===== src/rtl/qbert_jump_scheduler.sv =====
// Arbitrates SPI and Nios jump requests into a small FIFO and issues them one at a
// time to the Qbert move engine through the start_qbert / done_move handshake.
module qbert_jump_scheduler #(
    parameter int DEPTH   = 4,
    parameter int TIMEOUT = 1048576,
    parameter int GAP     = 2
) (
    input  logic                   CLK_33,
    input  logic                   reset,
    input  logic                   spi_req,
    input  logic [2:0]             spi_dir,
    input  logic                   nios_req,
    input  logic [2:0]             nios_dir,
    input  logic                   flush,
    input  logic                   done_move,
    output logic                   spi_ack,
    output logic                   nios_ack,
    output logic                   reject,
    output logic                   drop,
    output logic [2:0]             qbert_jump,
    output logic                   start_qbert,
    output logic                   busy,
    output logic [$clog2(DEPTH):0] fifo_count,
    output logic                   timeout_err
);

    localparam int AW = $clog2(DEPTH);
    localparam int TW = (TIMEOUT > 1) ? $clog2(TIMEOUT) : 1;
    localparam int GW = (GAP > 1) ? $clog2(GAP) : 1;

    localparam logic [AW:0]   FULL_LVL  = (AW+1)'(DEPTH);
    localparam logic [AW:0]   CNT_ONE   = (AW+1)'(1);
    localparam logic [AW-1:0] PTR_ONE   = AW'(1);
    localparam logic [TW-1:0] WAIT_LAST = TW'(TIMEOUT - 1);
    localparam logic [TW-1:0] WAIT_ONE  = TW'(1);
    localparam logic [GW-1:0] GAP_LAST  = GW'((GAP > 0) ? (GAP - 1) : 0);
    localparam logic [GW-1:0] GAP_ONE   = GW'(1);

    typedef enum logic [1:0] {
        S_IDLE,
        S_ISSUE,
        S_WAIT,
        S_GAP
    } state_t;

    state_t          state;
    state_t          state_nxt;

    logic [2:0]      fifo_mem [DEPTH];
    logic [AW-1:0]   wr_ptr;
    logic [AW-1:0]   rd_ptr;

    // High when the Nios requester wins the next tie.
    logic            rr_nios;
    logic            done_d;
    logic [TW-1:0]   wait_cnt;
    logic [GW-1:0]   gap_cnt;

    logic            tie;
    logic            grant_spi;
    logic            grant_nios;
    logic            grant_any;
    logic [2:0]      grant_dir;
    logic            dir_bad;
    logic            fifo_full;
    logic            push;
    logic            pop;
    logic            done_rise;
    logic            timed_out;

    always_comb begin
        tie        = spi_req & nios_req;
        grant_spi  = spi_req & (~nios_req | ~rr_nios);
        grant_nios = nios_req & (~spi_req | rr_nios);
        grant_any  = grant_spi | grant_nios;
        grant_dir  = grant_nios ? nios_dir : spi_dir;
        dir_bad    = grant_dir[2];
        fifo_full  = (fifo_count == FULL_LVL);
        push       = grant_any & ~dir_bad & ~fifo_full & ~flush;
        pop        = (state == S_ISSUE) & (fifo_count != '0);
        done_rise  = done_move & ~done_d;
        timed_out  = (state == S_WAIT) & ~done_rise & (wait_cnt == WAIT_LAST);
    end

    always_ff @(posedge CLK_33 or posedge reset) begin
        if (reset) begin
            spi_ack  <= 1'b0;
            nios_ack <= 1'b0;
            reject   <= 1'b0;
            drop     <= 1'b0;
            rr_nios  <= 1'b0;
        end else begin
            spi_ack  <= push & grant_spi;
            nios_ack <= push & grant_nios;
            reject   <= grant_any & dir_bad;
            drop     <= tie | (grant_any & ~dir_bad & (fifo_full | flush));
            // A rejected grant leaves the round-robin order untouched.
            if (grant_any & ~dir_bad) begin
                rr_nios <= grant_spi;
            end
        end
    end

    always_ff @(posedge CLK_33) begin
        if (push) begin
            fifo_mem[wr_ptr] <= grant_dir;
        end
    end

    always_ff @(posedge CLK_33 or posedge reset) begin
        if (reset) begin
            wr_ptr     <= '0;
            rd_ptr     <= '0;
            fifo_count <= '0;
        end else if (flush) begin
            wr_ptr     <= '0;
            rd_ptr     <= '0;
            fifo_count <= '0;
        end else begin
            if (push) begin
                wr_ptr <= wr_ptr + PTR_ONE;
            end
            if (pop) begin
                rd_ptr <= rd_ptr + PTR_ONE;
            end
            case ({push, pop})
                2'b10:   fifo_count <= fifo_count + CNT_ONE;
                2'b01:   fifo_count <= fifo_count - CNT_ONE;
                default: fifo_count <= fifo_count;
            endcase
        end
    end

    always_comb begin
        state_nxt = state;
        case (state)
            S_IDLE: begin
                if ((fifo_count != '0) && !flush) begin
                    state_nxt = S_ISSUE;
                end
            end
            S_ISSUE: begin
                state_nxt = S_WAIT;
            end
            S_WAIT: begin
                if (done_rise) begin
                    state_nxt = (GAP == 0) ? S_IDLE : S_GAP;
                end else if (wait_cnt == WAIT_LAST) begin
                    state_nxt = S_IDLE;
                end
            end
            S_GAP: begin
                if (gap_cnt == GAP_LAST) begin
                    state_nxt = S_IDLE;
                end
            end
            default: begin
                state_nxt = S_IDLE;
            end
        endcase
    end

    // Handshake outputs are registered from the next state so they align with it.
    always_ff @(posedge CLK_33 or posedge reset) begin
        if (reset) begin
            state       <= S_IDLE;
            done_d      <= 1'b0;
            wait_cnt    <= '0;
            gap_cnt     <= '0;
            qbert_jump  <= 3'd0;
            start_qbert <= 1'b0;
            busy        <= 1'b0;
            timeout_err <= 1'b0;
        end else begin
            state       <= state_nxt;
            done_d      <= done_move;
            start_qbert <= (state_nxt == S_ISSUE);
            busy        <= (state_nxt != S_IDLE);
            wait_cnt    <= (state == S_WAIT) ? (wait_cnt + WAIT_ONE) : '0;
            gap_cnt     <= (state == S_GAP) ? (gap_cnt + GAP_ONE) : '0;
            if ((state == S_IDLE) && (state_nxt == S_ISSUE)) begin
                qbert_jump <= fifo_mem[rd_ptr];
            end
            if (timed_out) begin
                timeout_err <= 1'b1;
            end
        end
    end

endmodule


===== config.mk =====
export PLATFORM = sky130hd
export DESIGN_NAME = qbert_jump_scheduler
export DESIGN_NICKNAME = d
export VERILOG_FILES = /design/src/rtl/qbert_jump_scheduler.sv
export SDC_FILE = /design/constraint.sdc
export NUM_CORES = 1
export LEC_CHECK = 0
export CAP_MARGIN = 20
export CELL_PAD_IN_SITES_DETAIL_PLACEMENT = 0
export CELL_PAD_IN_SITES_GLOBAL_PLACEMENT = 1
export CORE_ASPECT_RATIO = 0.75
export CORE_MARGIN = 1.5
export CORE_UTILIZATION = 30
export DETAILED_ROUTE_END_ITERATION = 16
export DONT_BUFFER_PORTS = 1
export PLACE_DENSITY_LB_ADDON = 0.1
export SLEW_MARGIN = 0
export SYNTH_ARGS = -nofsm -noshare
export SYNTH_HDL_FRONTEND = slang
export SYNTH_SLANG_ARGS = --single-unit

===== constraint.sdc =====
create_clock -name CLK_33 -period 2.4 [get_ports CLK_33]
set_input_delay 0.48 -clock CLK_33 [delete_from_list [all_inputs] [get_ports CLK_33]]
set_output_delay 0.48 -clock CLK_33 [all_outputs]
set_load 0.01 [all_outputs]

==> results by group, run 1 <==
Global route
  • Overall overflow remaining after global route: 0
  • First-pass GRT wire length: 9377 um
  • Via count of the first global-routing pass: 1764
  • Maximum number of pins on one net before global-route repair: 22
  • Initial antenna violation count: 0
  • Overall global routing resource usage: 12.74%

Synth
  • Unique cell type count in the Yosys netlist: 46
  • Share of synthesized area occupied by flip-flops and latches: 52.88%
  • Synthesized instance count: 238
  • Area contributors post-synth: sky130_fd_sc_hd__dfrtp_1 (39%), sky130_fd_sc_hd__edfxtp_1 (14%), sky130_fd_sc_hd__xor2_1 (3.9%), sky130_fd_sc_hd__nor2_1 (3.4%), sky130_fd_sc_hd__mux2_2 (3.0%)
  • Area share of the largest cell type after synthesis: 39.38%
  • Seq cells post-synth: 54
  • Fraction of synthesis flops using an asynchronous set or reset pin: 77.78%
  • Syn_nets: 256
  • Average size of a mapped cell: 11.21 um2
  • Predominant post-synthesis flop cell: sky130_fd_sc_hd__dfrtp_1
  • Cell area after synthesis: 0.002669 mm2
  • Most common cell in the netlist: sky130_fd_sc_hd__dfrtp_1
  • Ranking of synthesized cells by instance count: sky130_fd_sc_hd__dfrtp_1 (42), sky130_fd_sc_hd__nor2_1 (24), sky130_fd_sc_hd__nand2_1 (16), sky130_fd_sc_hd__edfxtp_1 (12), sky130_fd_sc_hd__xor2_1 (12)
  • Top cell type by total area after synthesis: sky130_fd_sc_hd__dfrtp_1
  • Count of yosys warnings during synthesis: 0
  • Number of synthesized flops with an enable pin: 12

Layout
  • Area growth from synthesis to final layout: 13.27%
  • Final core utilization: 35.30%
  • Antenna Diode Count: 0
  • Post-route cell area: 0.003023 mm2
  • Fraction of final layout cells sized beyond drive strength 1: 15.26%
  • Finished Layout Cells: 357
  • NumNets Final: 266

Clocking
  • # clock sinks: 54
  • Quantity of hold-fixing buffers added after cts: 0
  • Clk root buf: sky130_fd_sc_hd__clkbuf_16
  • Clock tree from TritonCTS: done
  • Insertion delay to the later sink of the worst-skew pair: 0.29 ns
  • Number of levels in the clock H-tree: 2
  • Setup Buffers After CTS: 0
  • Buffers from clock root to sink, at most: 2
  • Number of buffers added by the clock tree synthesis step: 5
  • Post-cts sizing count: 0
  • Clock-pin slew on the worst setup and hold paths: 0.08 ns

Setup path
  • Number of gates on the worst path with buffers counted: 9
  • Max stage delay on crit path: 0.55 ns
  • Crit end category: flip-flop
  • CP cell instances: buf_4 -> and2_1 -> nor2_1 -> a21oi_1 -> fa_1 -> nand2_1 -> o31ai_1 -> a41oi_1 -> a221oi_1
  • Worst reg-to-reg path cell count: 9
  • Critical path startpoint category: flip-flop
  • Setup Crit Path Kind: reg2reg
  • Cell family with the largest share of critical-path delay: compound AO/OA/AOI/OAI gates
  • Slowest library cell on the worst path: sky130_fd_sc_hd__fa_1
  • Critical Path Source: fifo_count[2]$_DFFE_PP0P_
  • Critical R2R Launch: fifo_count[2]$_DFFE_PP0P_
  • WP buf/inv: 1
  • Required time at the endpoint of the critical path: 2.60 ns
  • Endpoint of the most critical register-to-register path: fifo_count[1]$_DFFE_PP0P_
  • Worst setup path endpoint: fifo_count[1]$_DFFE_PP0P_
  • Critical path arrival: 2.42 ns
  • Flop-to-flop setup slack: 0.18 ns
  • Crit path max fanout: 6

STA
  • Post-layout min period: 2.218 ns
  • Final hold viol count: 0
  • Largest clock skew in the final design: 0.01073 ns
  • Final worst-path setup slack: 0.1820 ns
  • Achievable Freq: 450.9 MHz
  • Headroom to the max-slew limit: 61.23%
  • Max-slew violation count: 0
  • Final period util: 92.42%
  • Final worst hold slack: 0.06968 ns
  • Setup Viol. Count Final: 0
  • Total negative setup slack: 0 ns
  • Slew at the pin with the worst max-slew slack: 0.5768 ns
  • Setup repair after global routing missed its margin: false

Placed design
  • Worst slack, placed: 0.2005 ns
  • Count of placed standard cells including taps: 349
  • Total placed instance area: 0.002849 mm2
  • Placer congestion estimate: 0.7183
  • I/O Buffers: 0
  • Final HPWL DP: 3946 um

Power and ir drop
  • Total internal power: 1.758 mW
  • Part of the power in registers: 46.0%
  • Leakage power: 1.254 nW
  • Post-route total power: 2.503 mW
  • Cell area power density: 828.1 mW/mm2
  • Comb power frac: 20.3%
  • Maximum resistive drop on vdd: 0.3138 mV
  • Sw Pwr: 0.7450 mW
  • Switching Fraction: 29.76%
  • Clock power frac: 33.7%

Run
  • Max-capacitance violation count: 0

Detailed routing
  • Routed length per instance: 15.38 um
  • Via Count: 1743
  • Detailed Route Iter0 Violations: 66
  • 1st-pass router iterations: 10
  • Residual DRC count: 4
  • Number of antenna-violating nets in the routed design: 0
  • Final WL: 5491 um
  • Avg Vias per Cell: 4.882

Floorplan
  • Effective utilization at floorplan: 31.17%
  • Die height: 84.68 um
  • Area of the core region: 0.008563 mm2
  • Floorplan die area: 0.009477 mm2
  • Die Span X: 111.9 um
  • Site row count: 29
  • Number of I/O pins: 25

Outcome
  • Outcome: complete, but fails checks
  • Failing checks: DRC

Hold path
  • HP Class: in2async
## cell usage in the layout, fill, tap and decap left out, drive strengths merged, types with 2 or more instances in the layout
master  count
dfrtp      42
nor2       24
nand2      16
buf        14
xor2       12
edfxtp     12
a21oi       9
and3        9
o21ai       9
nand3       8
inv         8
mux2        7
nand2b      6
or3         6
nand4       6
nor3        5
ha          5
clkbuf      5
and4        4
xnor2       4
mux4        3
and2        3
o31ai       3
nor4b       3
nor4        3
nor2b       2
or4         2
o21bai      2
mux2i       2
a211oi      2
## layout make-up
type                            count  area (um2)
Timing Repair Buffer               14       105.1
Multi-Input combinational cell    166        1171
Clock buffer                        5       125.1
Tap cell                          108       135.1
Fill cell                         845        5540
Clock inverter                      3       48.80
Sequential cell                    54        1411
Inverter                            7       26.28
## sequential cells by signal, summed over array words and instances (netlist names), 2 cells and up
signal      cells
fifo_count      3
fifo_mem       12
qbert_jump      3
rd_ptr          2
state           2
wait_cnt       20
wr_ptr          2
## worst register-to-register path, cell delays in order (launching register included)
cell,delay [ns]
sky130_fd_sc_hd__dfrtp_1,0.40
sky130_fd_sc_hd__buf_4,0.16
sky130_fd_sc_hd__and2_1,0.18
sky130_fd_sc_hd__nor2_1,0.13
sky130_fd_sc_hd__a21oi_1,0.09
sky130_fd_sc_hd__fa_1,0.55
sky130_fd_sc_hd__nand2_1,0.07
sky130_fd_sc_hd__o31ai_1,0.21
sky130_fd_sc_hd__a41oi_1,0.07
sky130_fd_sc_hd__a221oi_1,0.27
## power by group through the flow
stage          registers (mW)  logic (mW)  clock network, mW
2_1_floorplan            1.16       0.346                  0
3_3_place_gp             1.17       0.522                  0
3_5_place_dp             1.17       0.514                  0
4_1_cts                  1.15       0.519              0.871
5_1_grt                  1.17       0.576              0.901
6_report                 1.15       0.509              0.844
## logic make-up (layout without fill, tap and decap cells)
kind of cell,count (synthesis),in the layout,synth area share (%)
adder cells (fa/ha/maj),6,6,3.094
XOR/XNOR,16,16,5.251
multiplexers,12,12,6.235
AND/OR/NAND/NOR,101,101,21.24
flip-flops,54,54,52.88
AO/OA/AOI/OAI,31,31,8.064
buffers and inverters,18,29,3.235
## metal layers
layer / global-route usage, % / share of wire [%] / up-vias
met3: 3.899 / 4.2 / 2
li1: - / - / 874
met5: 0 / 0 / -
met2: 17.68 / 40 / 25
met4: 3.497 / 0.53 / 0
met1: 19.00 / 56 / 842
## how the worst min path moves through the flow
stage | cells past startpoint | endpoint | start
4_1_cts | 1 | wait_cnt[13]$_DFF_PP0_ | reset
3_5_place_dp | 1 | qbert_jump[1]$_DFFE_PP0P_ | reset
6_report | 1 | qbert_jump[1]$_DFFE_PP0P_ | reset
3_3_place_gp | 1 | qbert_jump[1]$_DFFE_PP0P_ | reset
2_1_floorplan | 1 | gap_cnt$_DFF_PP0_ | gap_cnt$_DFF_PP0_
5_1_grt | 1 | wait_cnt[19]$_DFF_PP0_ | reset
(Power assumes the default switching activity.)
==> run 2: changes to the inputs <==
--- a/config.mk
+++ b/config.mk
@@ -5,11 +5,11 @@
 export SDC_FILE = /design/constraint.sdc
 export NUM_CORES = 1
 export LEC_CHECK = 0
-export CAP_MARGIN = 20
+export CAP_MARGIN = 10
 export CELL_PAD_IN_SITES_DETAIL_PLACEMENT = 0
 export CELL_PAD_IN_SITES_GLOBAL_PLACEMENT = 1
 export CORE_ASPECT_RATIO = 0.75
-export CORE_MARGIN = 1.5
+export CORE_MARGIN = 5
 export CORE_UTILIZATION = 30
 export DETAILED_ROUTE_END_ITERATION = 16
 export DONT_BUFFER_PORTS = 1
==> run 2 against run 1 <==
Net effect:
- the run now ends clean
- hold slack got worse by 0.0073 ns
- clock skew fell by 0.00085 ns
- clock power fell by 0.6%
- global-route usage fell by 2.0 points
- critical endpoint unchanged
- highest routed layer unchanged
==> results by group, run 2 (synthesis results as in run 1) <==
Power and ir drop
  • Switching Fraction: 29.66%
  • Comb power frac: 21.7%
  • Leakage power: 1.260 nW
  • Sw Pwr: 0.7469 mW
  • Post-route total power: 2.519 mW
  • Cell area power density: 830.1 mW/mm2
  • Maximum resistive drop on vdd: 0.3295 mV
  • Clock power frac: 33.3%
  • Part of the power in registers: 45.0%
  • Total internal power: 1.772 mW

Layout
  • Fraction of final layout cells sized beyond drive strength 1: 15.26%
  • Biggest register: wait_cnt
  • Most common cell after layout, fill and taps aside: sky130_fd_sc_hd__dfrtp_1
  • Antenna Diode Count: 0
  • Finished Layout Cells: 357
  • Area growth from synthesis to final layout: 13.69%
  • Final-layout fill cell count: 862
  • Largest registers: wait_cnt (20), fifo_mem (12)
  • Number of flip-flops under the largest register name: 20
  • NumNets Final: 266
  • Final core utilization: 35.43%
  • Most used cells in the layout excluding fill and tap cells: sky130_fd_sc_hd__dfrtp_1 (42), sky130_fd_sc_hd__nor2_1 (24), sky130_fd_sc_hd__nand2_1 (16), sky130_fd_sc_hd__buf_4 (13)

Floorplan
  • Effective utilization at floorplan: 31.17%
  • Die Span X: 118.9 um
  • Die height: 91.68 um
  • Floorplan die area: 0.01090 mm2
  • Number of I/O pins: 25
  • Area of the core region: 0.008563 mm2
  • Site row count: 29

Placed design
  • Placer congestion estimate: 0.7661
  • I/O Buffers: 0
  • Final HPWL DP: 4036 um
  • Count of placed standard cells including taps: 349

STA
  • Total negative setup slack: 0 ns
  • Largest clock skew in the final design: 0.009882 ns
  • Setup Viol. Count Final: 0
  • Headroom to the max-slew limit: 60.35%
  • Final hold viol count: 0
  • Setup repair after global routing missed its margin: false
  • Post-layout min period: 2.220 ns
  • Final period util: 92.51%
  • Max-slew violation count: 0
  • Slew at the pin with the worst max-slew slack: 0.5898 ns
  • Achievable Freq: 450.4 MHz

Detailed routing
  • Routed length per instance: 15.52 um
  • Final WL: 5540 um
  • 1st-pass router iterations: 4
  • Via Count: 1745
  • Avg Vias per Cell: 4.888
  • Number of antenna-violating nets in the routed design: 0
  • Residual DRC count: 0
  • Detailed Route Iter0 Violations: 97

Setup path
  • Required time at the endpoint of the critical path: 2.59 ns
  • Crit path max fanout: 4
  • WP buf/inv: 0
  • Critical path startpoint category: flip-flop
  • Critical path arrival: 2.41 ns
  • Critical Path Source: fifo_count[0]$_DFFE_PP0P_
  • CP cell instances: nor3_1 -> nand2b_1 -> a21oi_1 -> fa_1 -> nand2_1 -> o31ai_1 -> a41oi_1 -> a221oi_1
  • Critical R2R Launch: fifo_count[0]$_DFFE_PP0P_
  • Setup Crit Path Kind: reg2reg
  • Slowest library cell on the worst path: sky130_fd_sc_hd__fa_1
  • Cell family with the largest share of critical-path delay: compound AO/OA/AOI/OAI gates
  • Max stage delay on crit path: 0.54 ns
  • Crit end category: flip-flop

Global route
  • Maximum number of pins on one net before global-route repair: 26
  • First-pass GRT wire length: 9349 um
  • Initial antenna violation count: 0
  • Overall overflow remaining after global route: 0
  • Via count of the first global-routing pass: 1769
  • Overall global routing resource usage: 10.72%

Clocking
  • Clock tree from TritonCTS: done
  • Insertion delay to the later sink of the worst-skew pair: 0.29 ns
  • Clk root buf: sky130_fd_sc_hd__clkbuf_16
  • Number of buffers added by the clock tree synthesis step: 5
  • Quantity of hold-fixing buffers added after cts: 0
  • Setup Buffers After CTS: 0
  • # clock sinks: 54
  • Clock-pin slew on the worst setup and hold paths: 0.08 ns
  • Post-cts sizing count: 0
  • Number of levels in the clock H-tree: 2
  • Buffers from clock root to sink, at most: 2

Run
  • Max-capacitance violation count: 0

Outcome
  • Outcome: complete, no violations

Hold path
  • HP Class: in2async
## run 2: cell count changes in the layout (fill, tap and decap cells not counted)
cell	before	now
sky130_fd_sc_hd__buf_12	0	1
sky130_fd_sc_hd__buf_4	14	13
sky130_fd_sc_hd__clkinv_4	0	1
sky130_fd_sc_hd__clkinvlp_4	1	0
sky130_fd_sc_hd__inv_6	0	1
sky130_fd_sc_hd__inv_8	1	0
## run 2: final timing paths
check / end / slack, ns / cells after the start
max: fifo_count[1]$_DFFE_PP0P_ / 0.18 / 8
min: timeout_err$_DFFE_PP0P_ / 0.06 / 1
max reg2reg: fifo_count[1]$_DFFE_PP0P_ / 0.18 / 8
min reg2reg: gap_cnt$_DFF_PP0_ / 0.46 / 1
max in group asynchronous: wait_cnt[0]$_DFF_PP0_ / 1.84 / 2
min in group CLK_33: done_d$_DFF_PP0_ / 0.21 / 0
## run 2: power by group through the flow
| stage | logic [mW] | registers [mW] | clock network (mW) |
|---|---|---|---|
| CTS | 0.556 | 1.14 | 0.867 |
| finish | 0.546 | 1.13 | 0.839 |
| detailed placement | 0.553 | 1.15 | 0 |
| global placement | 0.562 | 1.15 | 0 |
| global route | 0.613 | 1.15 | 0.911 |
| floorplan | 0.346 | 1.16 | 0 |
## run 2: layer usage
layer  track usage (%)  up-vias  part of all wire [%]  wire, um
met5                 0        -                     0         0
met4             3.182        0                   1.0        57
met3             2.891        5                   3.2       178
met2             14.42       20                    39      2184
met1             16.58      844                    56      3120
li1                  -      876                     -         -
## run 2: cell type report
| type | instances | area, um2 | area share, % |
|---|---|---|---|
| tap | 108 | 135.1 | 4.454 |
| multi-input combinational | 166 | 1171 | 38.60 |
| timing repair buffer | 14 | 117.6 | 3.876 |
| sequential | 54 | 1411 | 46.52 |
| inverter | 7 | 26.28 | 0.8660 |
| clock inverter | 3 | 47.55 | 1.567 |
| clock buffer | 5 | 125.1 | 4.124 |
## run 2: metrics by stage
step | hold WS [ns] | cell area [um2] | setup WS (ns)
after floorplan | 0.4095 | 2669 | 0.02201
after global placement | 0.3960 | 2861 | 0.2507
after detailed placement | 0.3931 | 2861 | 0.2011
after CTS | 0.07299 | 3034 | 0.1598
after global routing | 0.08620 | 3034 | 0.02229
final | 0.06234 | 3034 | 0.1797
==> run 3: changes to the inputs <==
--- a/config.mk
+++ b/config.mk
@@ -13,6 +13,7 @@
 export CORE_UTILIZATION = 30
 export DETAILED_ROUTE_END_ITERATION = 16
 export DONT_BUFFER_PORTS = 1
+export HOLD_SLACK_MARGIN = 0.12
 export PLACE_DENSITY_LB_ADDON = 0.1
 export SLEW_MARGIN = 0
 export SYNTH_ARGS = -nofsm -noshare
==> constraint.sdc (replaced) <==
create_clock -name CLK_33 -period 2.4 [get_ports CLK_33]
set_input_delay 0.48 -clock CLK_33 [delete_from_list [all_inputs] [get_ports CLK_33]]
set_output_delay 0.48 -clock CLK_33 [all_outputs]
set_load 0.005 [all_outputs]
==> run 3 against run 2 <==
Net effect:
- power is 0.25% lower
- count of clock-buffer cells in the layout stayed put
- worst setup slack better by 0.038 ns
- largest power group unchanged
==> results by group, run 3 (synthesis results as in run 1) <==
Setup path
  • Flop-to-flop setup slack: 0.22 ns
  • CP cell instances: nor3_1 -> nand2b_1 -> a21oi_1 -> fa_1 -> nand2_1 -> o31ai_1 -> a41oi_1 -> a221oi_1
  • Required time at the endpoint of the critical path: 2.60 ns
  • Number of gates on the worst path with buffers counted: 8
  • Worst setup path endpoint: fifo_count[1]$_DFFE_PP0P_
  • Setup Crit Path Kind: reg2reg
  • Cell family with the largest share of critical-path delay: compound AO/OA/AOI/OAI gates
  • Crit end category: flip-flop
  • Worst reg-to-reg path cell count: 8
  • Slowest library cell on the worst path: sky130_fd_sc_hd__fa_1
  • Critical R2R Launch: fifo_count[0]$_DFFE_PP0P_
  • Critical path startpoint category: flip-flop
  • Max stage delay on crit path: 0.55 ns
  • Critical Path Source: fifo_count[0]$_DFFE_PP0P_
  • Endpoint of the most critical register-to-register path: fifo_count[1]$_DFFE_PP0P_
  • WP buf/inv: 0
  • Crit path max fanout: 4
  • Critical path arrival: 2.38 ns

Detailed routing
  • Final WL: 5617 um
  • Number of antenna-violating nets in the routed design: 0
  • Avg Vias per Cell: 4.888
  • Routed length per instance: 15.69 um
  • Via Count: 1750
  • 1st-pass router iterations: 4
  • Detailed Route Iter0 Violations: 91
  • Residual DRC count: 0

Clocking
  • Setup Buffers After CTS: 0
  • Number of buffers added by the clock tree synthesis step: 5
  • Clock tree from TritonCTS: done
  • Number of levels in the clock H-tree: 2
  • Buffers from clock root to sink, at most: 2
  • # clock sinks: 54
  • Post-cts sizing count: 0
  • Insertion delay to the later sink of the worst-skew pair: 0.30 ns
  • Clk root buf: sky130_fd_sc_hd__clkbuf_16
  • Clock-pin slew on the worst setup and hold paths: 0.08 ns

Floorplan
  • Die height: 91.68 um
  • Effective utilization at floorplan: 31.17%
  • Die Span X: 118.9 um
  • Area of the core region: 0.008563 mm2
  • Site row count: 29
  • Number of I/O pins: 25
  • Floorplan die area: 0.01090 mm2

Layout
  • Post-route cell area: 0.003044 mm2
  • Most common cell after layout, fill and taps aside: sky130_fd_sc_hd__dfrtp_1
  • Fraction of final layout cells sized beyond drive strength 1: 15.20%
  • Finished Layout Cells: 358
  • Biggest register: wait_cnt
  • Antenna Diode Count: 0
  • Area used by multi-input combinational logic: 0.001171 mm2
  • Most used cells in the layout excluding fill and tap cells: sky130_fd_sc_hd__dfrtp_1 (42), sky130_fd_sc_hd__nor2_1 (24), sky130_fd_sc_hd__nand2_1 (16), sky130_fd_sc_hd__buf_4 (13)
  • Sequential cell area: 0.001411 mm2
  • NumNets Final: 267
  • Number of flip-flops under the largest register name: 20
  • Largest registers: wait_cnt (20), fifo_mem (12)
  • Area growth from synthesis to final layout: 14.06%
  • Final-layout fill cell count: 854
  • Final core utilization: 35.55%

Global route
  • Met2 routing resource usage after global routing: 14.33%
  • First-pass GRT wire length: 9584 um
  • Met1 track demand over resource: 16.76%
  • Global-route met3 utilization: 3.014%
  • Overall global routing resource usage: 10.83%
  • Initial antenna violation count: 0
  • Global-route layer with the greatest usage: met1
  • Overall overflow remaining after global route: 0
  • Maximum number of pins on one net before global-route repair: 26
  • Via count of the first global-routing pass: 1803

STA
  • Achievable Freq: 458.3 MHz
  • Setup Viol. Count Final: 0
  • Total negative setup slack: 0 ns
  • Post-layout min period: 2.182 ns
  • Largest clock skew in the final design: 0.01098 ns
  • Slew at the pin with the worst max-slew slack: 0.5540 ns
  • Final hold viol count: 0
  • Final period util: 90.91%
  • Max-slew violation count: 0
  • Headroom to the max-slew limit: 62.76%
  • Setup repair after global routing missed its margin: false

Placed design
  • Count of placed standard cells including taps: 349
  • Final HPWL DP: 3974 um
  • I/O Buffers: 0
  • Total placed instance area: 0.002861 mm2
  • Placer congestion estimate: 0.7656

Outcome
  • Outcome: complete, no violations

Power and ir drop
  • Maximum resistive drop on vdd: 0.3498 mV
  • Cell area power density: 825.2 mW/mm2
  • Leakage power: 1.264 nW

Hold path
  • HP Class: in2reg

Run
  • Max-capacitance violation count: 0
-- run 3: cell types whose count changed in the layout (fill, tap and decap cells not counted) --
| cell | before | now |
|---|---|---|
| sky130_fd_sc_hd__dlygate4sd3_1 | 0 | 1 |
-- run 3: where the power goes --
| group | total [mW] | switching (mW) | leakage (nW) | internal [mW] |
|---|---|---|---|---|
| Combinational | 0.541 | 0.311 | 0.510 | 0.230 |
| Clock | 0.853 | 0.354 | 0.0844 | 0.499 |
| Sequential | 1.12 | 0.0736 | 0.670 | 1.04 |
-- run 3: worst min-delay path by stage --
stage / startpoint / to / slack [ns] / cells after the start
4_1_cts: done_move / done_d$_DFF_PP0_ / 0.20 / 0
3_5_place_dp: reset / timeout_err$_DFFE_PP0P_ / 0.39 / 1
5_1_grt: done_move / done_d$_DFF_PP0_ / 0.20 / 0
2_1_floorplan: gap_cnt$_DFF_PP0_ / gap_cnt$_DFF_PP0_ / 0.41 / 1
6_report: done_move / done_d$_DFF_PP0_ / 0.21 / 0
3_3_place_gp: reset / done_d$_DFF_PP0_ / 0.40 / 1
-- run 3: timing repair --
| item | CTS | global route |
|---|---|---|
| endpoints found under the setup margin | 0 | 0 |
| hold endpoints to repair | 17 | 0 |
| hold buffers | 1 | 0 |
-- run 3: layer usage --
layer  vias to the layer above  part of all wire (%)  routed length, um
li1                        873                     -                  -
met3                         8                   3.7                206
met4                         0                   1.3                 72
met5                         -                     0                  0
met2                        22                    39               2170
met1                       847                    56               3167
-- run 3: layout make-up --
| cell class | instances | area share, % |
|---|---|---|
| Clock inverter | 3 | 1.562 |
| Clock buffer | 5 | 4.110 |
| Tap cell | 108 | 4.439 |
| Multi-Input combinational cell | 166 | 38.47 |
| Timing Repair Buffer | 15 | 4.192 |
| Sequential cell | 54 | 46.36 |
| Inverter | 7 | 0.8631 |
-- run 3: stage by stage --
stage / hold WS (ns) / total power, mW / worst slack (ns)
after floorplan: 0.4095 / 1.486 / 0.06702
after detailed placement: 0.3883 / 1.681 / 0.2203
after global placement: 0.3962 / 1.697 / 0.2507
final: 0.2084 / 2.512 / 0.2181
after CTS: 0.2009 / 2.540 / 0.2034
after global routing: 0.1951 / 2.660 / 0.04112
